<file path="config.mk">
export PLATFORM = sky130hd
export DESIGN_NAME = cmplx_add_pipe
export DESIGN_NICKNAME = d
export VERILOG_FILES = /design/src/rtl/cmplx_add_pipe.sv
export SDC_FILE = /design/constraint.sdc
export NUM_CORES = 1
export LEC_CHECK = 0
export ABC_CLOCK_PERIOD_IN_PS = 3100
export BUFFER_PORTS_ARGS = -buffer_cell sky130_fd_sc_hd__buf_2
export CORE_MARGIN = 5
export CORE_UTILIZATION = 54
export CTS_CLUSTER_SIZE = 30
export DETAILED_ROUTE_END_ITERATION = 6
export GPL_ROUTABILITY_DRIVEN = 0
export GPL_TIMING_DRIVEN = 1
export PLACE_DENSITY = 0.84
export SYNTH_ARGS = -nofsm -noshare
export SYNTH_HDL_FRONTEND = slang
export SYNTH_SLANG_ARGS = --single-unit
</file>
<file path="constraint.sdc">
create_clock -name clk -period 3.1 [get_ports clk]
set_input_delay 0.31 -clock clk [delete_from_list [all_inputs] [get_ports clk]]
set_output_delay 0.31 -clock clk [all_outputs]
set_load 0.01 [all_outputs]
</file>
<file path="src/rtl/cmplx_add_pipe.sv">
// Two-stage complex-product adder: re = ac - bd (17-bit two's complement), im = ad + bc.
// Byte-sliced carry chain with valid/ready handshaking and a two-deep skid.
module cmplx_add_pipe (
  input  logic        clk,
  input  logic        rst,
  input  logic [15:0] ac,
  input  logic [15:0] bd,
  input  logic [15:0] ad,
  input  logic [15:0] bc,
  input  logic        in_valid,
  output logic        in_ready,
  output logic [16:0] re,
  output logic [16:0] im,
  output logic        out_valid,
  input  logic        out_ready
);

  logic        v1_reg;
  logic        v2_reg;
  logic [7:0]  re_lo_reg;
  logic [7:0]  im_lo_reg;
  logic        cr_reg;
  logic        ci_reg;
  logic [7:0]  ac_hi_reg;
  logic [7:0]  bd_hi_reg;
  logic [7:0]  ad_hi_reg;
  logic [7:0]  bc_hi_reg;
  logic [16:0] re_reg;
  logic [16:0] im_reg;

  logic        adv2;
  logic        in_xfer;
  logic        out_xfer;
  logic [8:0]  re_lo_next;
  logic [8:0]  im_lo_next;
  logic [8:0]  re_hi_next;
  logic [8:0]  im_hi_next;

  assign adv2     = v1_reg && (!v2_reg || out_ready);
  assign in_ready = !v1_reg || adv2;
  assign in_xfer  = in_valid && in_ready;
  assign out_xfer = v2_reg && out_ready;

  // Subtraction as a + ~b + 1; bit 8 of each partial sum is the byte carry-out.
  assign re_lo_next = {1'b0, ac[7:0]} + {1'b0, ~bd[7:0]} + 9'd1;
  assign im_lo_next = {1'b0, ad[7:0]} + {1'b0, bc[7:0]};
  assign re_hi_next = {1'b0, ac_hi_reg} + {1'b0, ~bd_hi_reg} + {8'd0, cr_reg};
  assign im_hi_next = {1'b0, ad_hi_reg} + {1'b0, bc_hi_reg} + {8'd0, ci_reg};

  always_ff @(posedge clk or posedge rst) begin
    if (rst) begin
      v1_reg <= 1'b0;
      v2_reg <= 1'b0;
    end else begin
      if (in_xfer)
        v1_reg <= 1'b1;
      else if (adv2)
        v1_reg <= 1'b0;
      if (adv2)
        v2_reg <= 1'b1;
      else if (out_xfer)
        v2_reg <= 1'b0;
    end
  end

  always_ff @(posedge clk or posedge rst) begin
    if (rst) begin
      re_lo_reg <= 8'd0;
      im_lo_reg <= 8'd0;
      cr_reg    <= 1'b0;
      ci_reg    <= 1'b0;
      ac_hi_reg <= 8'd0;
      bd_hi_reg <= 8'd0;
      ad_hi_reg <= 8'd0;
      bc_hi_reg <= 8'd0;
    end else if (in_xfer) begin
      re_lo_reg <= re_lo_next[7:0];
      cr_reg    <= re_lo_next[8];
      im_lo_reg <= im_lo_next[7:0];
      ci_reg    <= im_lo_next[8];
      ac_hi_reg <= ac[15:8];
      bd_hi_reg <= bd[15:8];
      ad_hi_reg <= ad[15:8];
      bc_hi_reg <= bc[15:8];
    end
  end

  // A missing carry out of the top byte means ac < bd, so the sign bit is its inverse.
  always_ff @(posedge clk or posedge rst) begin
    if (rst) begin
      re_reg <= 17'd0;
      im_reg <= 17'd0;
    end else if (adv2) begin
      re_reg <= {~re_hi_next[8], re_hi_next[7:0], re_lo_reg};
      im_reg <= {im_hi_next[8], im_hi_next[7:0], im_lo_reg};
    end
  end

  assign re        = re_reg;
  assign im        = im_reg;
  assign out_valid = v2_reg;

endmodule

</file>
======== After elaboration in Yosys (flattened, before gate mapping) ========
Cells that the tools add are included.
storage, ports and cells
  register bits after elaboration ......... 86
  input bits .............................. 68
  word-level logic and storage cells ...... 35
operators by class
  $add $sub $neg .......................... 7
  multiplexer cells ....................... 4
  bitwise logic cells ..................... 3
  reductions and logical operators ........ 9
operators by type and width
  kind                                         number
  adder 8 x 8 -> 9 bit                         4
  adder 9 x 1 -> 9 bit                         2
  NOT 8 bit                                    2
  adder 9 x 1 -> 9 bit, second input constant  1
  two-way mux 1 bit                            4
  nonzero test 2 bit                           2
  logical AND 1 bit                            3
  logical NOT 1 bit                            2
  logical OR 1 bit                             2
  NOT 1 bit                                    1

======== Depth between registers and ports, before layout ========
  word-level depth ........................ 6
  gate-level depth with buffers ........... 9
  mapped depth without buffers ............ 9

======== Worst setup path after synthesis ========
No wires, ideal clock.
  kind .................................... reg2reg
  start ................................... register cr_reg
  end ..................................... register re_reg[14], in the netlist re[14]
  library setup time ...................... 0.127 ns
  arrival time ............................ 1.820 ns
  data required time ...................... 2.973 ns
  setup slack ............................. 1.153 ns
  cell stages (with the launch flop) ...... 10
  path buffers ............................ 0
  cells stage by stage .................... dfrtp_1 -> inv_1 -> fa_1 -> inv_1 -> fa_1 -> a21oi_1 -> a2bb2oi_1 -> nand2_1 -> a211oi_1 -> o31ai_1
on the way
  word-level cells in the longest chain between the ends .. 1
ends and longest elaborated chain
  what                      RTL line  text
  start: declaration        22        logic cr_reg;
  start signal: assignment  78        cr_reg <= re_lo_next[8];
  adder 9 x 1 -> 9 bit      47        assign re_hi_next = {1'b0, ac_hi_reg} + {1'b0, ~bd_hi_reg} + {8'd0, cr_reg};
  end signal: assignment    94        re_reg <= {~re_hi_next[8], re_hi_next[7:0], re_lo_reg};
  end: declaration          28        logic [16:0] re_reg;
No other way between the ends.
A chain may end at the register's enable or synchronous reset.

======== Worst setup path after layout ========
Same ends and word-level chain as after synthesis.

==> results.sh <==
export IMPL_status="finished, final reports clean"
export IMPL_post_cts_buffers=0
export IMPL_placed_cells=598
export IMPL_final_cell_mix="buf_2 (103), dfrtp_1 (86), mux2_2 (51)"
export IMPL_start_kind="flop"
export IMPL_syn_num_nets=501
export IMPL_path_clk_slew_ps=90
export IMPL_die_h_um=101.1
export IMPL_yosys_warnings=0
export IMPL_maxCapViolCount=0
export IMPL_rsz0062_at_grt="false"
export IMPL_antenna_found_initial=1
export IMPL_fin_skew_ps=11.74
export IMPL_synthArstFlopShare_pct=100.0
export IMPL_p_clk_share_pct=23.2
export IMPL_combPwrFrac_pct=32.2
export IMPL_grt_pass1_wl_um=16220
export IMPL_p_per_area_mw_per_mm2=655.3
export IMPL_hold_buffers=0
export IMPL_wl_per_cell_um=15.25
export IMPL_vias=3270
export IMPL_start_util_pct=55.05
export IMPL_routed_wl_um=9366
export IMPL_fin_setup_tns_ps=0
export IMPL_r2r_slack_ps=920
export IMPL_io_buffers=103
export IMPL_drt_iter0_markers=86
export IMPL_clk_latency_ps=340
export IMPL_grt_pass1_vias=3616
export IMPL_cts_root_buf="clkbuf_8"
export IMPL_vdd_ir_drop_max_mv=0.2821
export IMPL_finalCriticalPeriod_ps=2177
export IMPL_slew_limit_headroom_pct=32.21
export IMPL_antennaDiodeCount=0
export IMPL_reg2reg_from="cr_reg"
export IMPL_ys_seq_elements=86
export IMPL_syn_inst=397
export IMPL_max_clock_freq_ghz=0.4593
export IMPL_reg2reg_depth=9
export IMPL_p_int_w=0.002332
export IMPL_nets=608
export IMPL_coreArea_mm2=0.008134
export IMPL_drc_errors=0
export IMPL_final_cells=614
export IMPL_areaGrowthSynthToFinish_pct=18.44
export IMPL_critPathLaunch="cr_reg"
export IMPL_synth_cell_types=41
export IMPL_arrival_ps=2380
export IMPL_rows=33
export IMPL_grt_remaining_overflow=0
export IMPL_worstSetupPathType="reg -> reg"
export IMPL_layout_commonest_cell="buf_2"
export IMPL_clockBufferDepth=2
export IMPL_drtPass1Iterations=4
export IMPL_cp_max_fo=3
export IMPL_ant_nets=0
export IMPL_grt_max_degree=61
export IMPL_reg2reg_to="re[14]"
export IMPL_setup_viol=0
export IMPL_io_pins=104
export IMPL_ys_flop_type="dfrtp_1"
export IMPL_p_seq_share_pct=44.5
export IMPL_synth_area_mm2=0.004478
export IMPL_cts_inserted_buffers=9
export IMPL_die_area_mm2=0.01021
export IMPL_drive_above_1_share_pct=35.95
export IMPL_viasPerCell=5.326
export IMPL_endpoint_kind="flop"
export IMPL_hold_path_class="in -> async"
export IMPL_grtUsageTotal_pct=19.75
export IMPL_seq_area_frac_synth_pct=48.06
export IMPL_fin_hold_ws_ps=165.3
export IMPL_cp_required_ps=3300
export IMPL_syn_avg_cell_area_um2=11.28
export IMPL_power_leakage_nw=2.608
export IMPL_dpl_hpwl_um=7164
export IMPL_cpMaxStageDelayCell="fa_1"
export IMPL_crit_path_cell_trace="inv_1 -> fa_1 -> inv_1 -> fa_1 -> a21oi_1 -> a2bb2oi_1 -> nand2_1 -> a211oi_1 -> o31ai_1"
export IMPL_n_fill_cell=658
export IMPL_die_x_um=101.1
export IMPL_fin_crit_sh_pct=70.23
export IMPL_cts_tree="done"
export IMPL_synth_edff_count=0
export IMPL_slew_violations=0
export IMPL_cts_max_level=3
export IMPL_tightest_slew_ps=1016
export IMPL_clock_sink_count=86
export IMPL_cts_resized_gates=0
export IMPL_max_stage_delay_ps=400
export IMPL_p_sw_share_pct=32.91
export IMPL_p_sw_w=0.001144
export IMPL_hold_viol=0
## logic make-up (layout without fill, tap and decap cells)
kind of cell    count (synthesis)  count (layout)  share of synthesized area, %
buf+inv                        42             154                         4.331
fa+ha+maj                      36              36                         11.06
flops                          86              86                         48.06
mux                            51              51                         12.82
xor+xnor                        8               8                         1.565
compound gates                 90              90                         13.10
simple gates                   84              84                         9.053
## through the flow
stage               worst slack, ps  util [%]  instance area, um2  power (W)
global route                  777.7     65.21                5304   0.003723
detailed placement            919.5     62.67                5097   0.002701
finish                        923.0     65.21                5304   0.003476
CTS                           902.0     65.21                5304   0.003507
global placement               1002     62.67                5097   0.002633
floorplan                     568.2         -                4478   0.002290
## worst max-delay path, delay by kind of cell (launching register included)
| family | cells | cell delay [ps] |
|---|---|---|
| AND/OR/NAND/NOR | 1 | 90 |
| AO/OA/AOI/OAI | 4 | 820 |
| adder cells (fa/ha/maj) | 2 | 600 |
| buffers and inverters | 2 | 150 |
| flip-flops | 1 | 360 |
## layout make-up
| cell class | count | area [um2] | area share, % |
|---|---|---|---|
| clock inverter | 6 | 68.82 | 1.297 |
| timing repair buffer | 108 | 565.5 | 10.66 |
| clock buffer | 10 | 137.6 | 2.595 |
| tap | 105 | 131.4 | 2.477 |
| inverter | 30 | 113.9 | 2.147 |
| sequential | 86 | 2152 | 40.58 |
| multi-input combinational | 269 | 2135 | 40.25 |
## routing by layer
layer	vias up	global-route usage, %	routed length (um)
met1	1539	24.33	4011
met5	-	0	13
met4	2	3.170	59
met2	101	34.26	4626
li1	1618	-	-
met3	10	6.644	654
## Yosys cell counts, drive strengths merged, types with 2 or more instances
cell / instances / share of area, %
a211o: 2 / 0.39
a211oi: 8 / 1.3
a21o: 2 / 0.34
a21oi: 13 / 1.6
a221oi: 2 / 0.39
a22oi: 2 / 0.34
a41o: 2 / 0.45
and2: 3 / 0.42
buf: 11 / 1.7
dfrtp: 86 / 48
fa: 6 / 2.7
ha: 30 / 8.4
inv: 30 / 2.5
mux2: 51 / 13
nand2: 37 / 3.2
nand2b: 10 / 1.5
nand3: 2 / 0.22
nor2: 15 / 1.3
nor2b: 2 / 0.28
nor3: 5 / 0.56
nor3b: 4 / 0.67
nor4: 2 / 0.28
o21a: 10 / 1.7
o21ai: 32 / 3.6
o31ai: 12 / 2.0
or4: 3 / 0.50
xnor2: 2 / 0.39
xor2: 6 / 1.2
## power groups by stage
stage / Combinational, W / Sequential (W) / Clock [W]
finish: 0.00112 / 0.00155 / 0.000808
global route: 0.00126 / 0.00158 / 0.000881
CTS: 0.00113 / 0.00155 / 0.000824
detailed placement: 0.00113 / 0.00157 / 0
global placement: 0.00108 / 0.00156 / 0
floorplan: 0.000672 / 0.00162 / 0
## worst max path at each step
stage | to
global placement | re[14]
CTS | re[14]
detailed placement | re[14]
finish | re[14]
global route | re[14]
floorplan | ac_hi_reg[0]
Power figures use the tool's default switching activity.
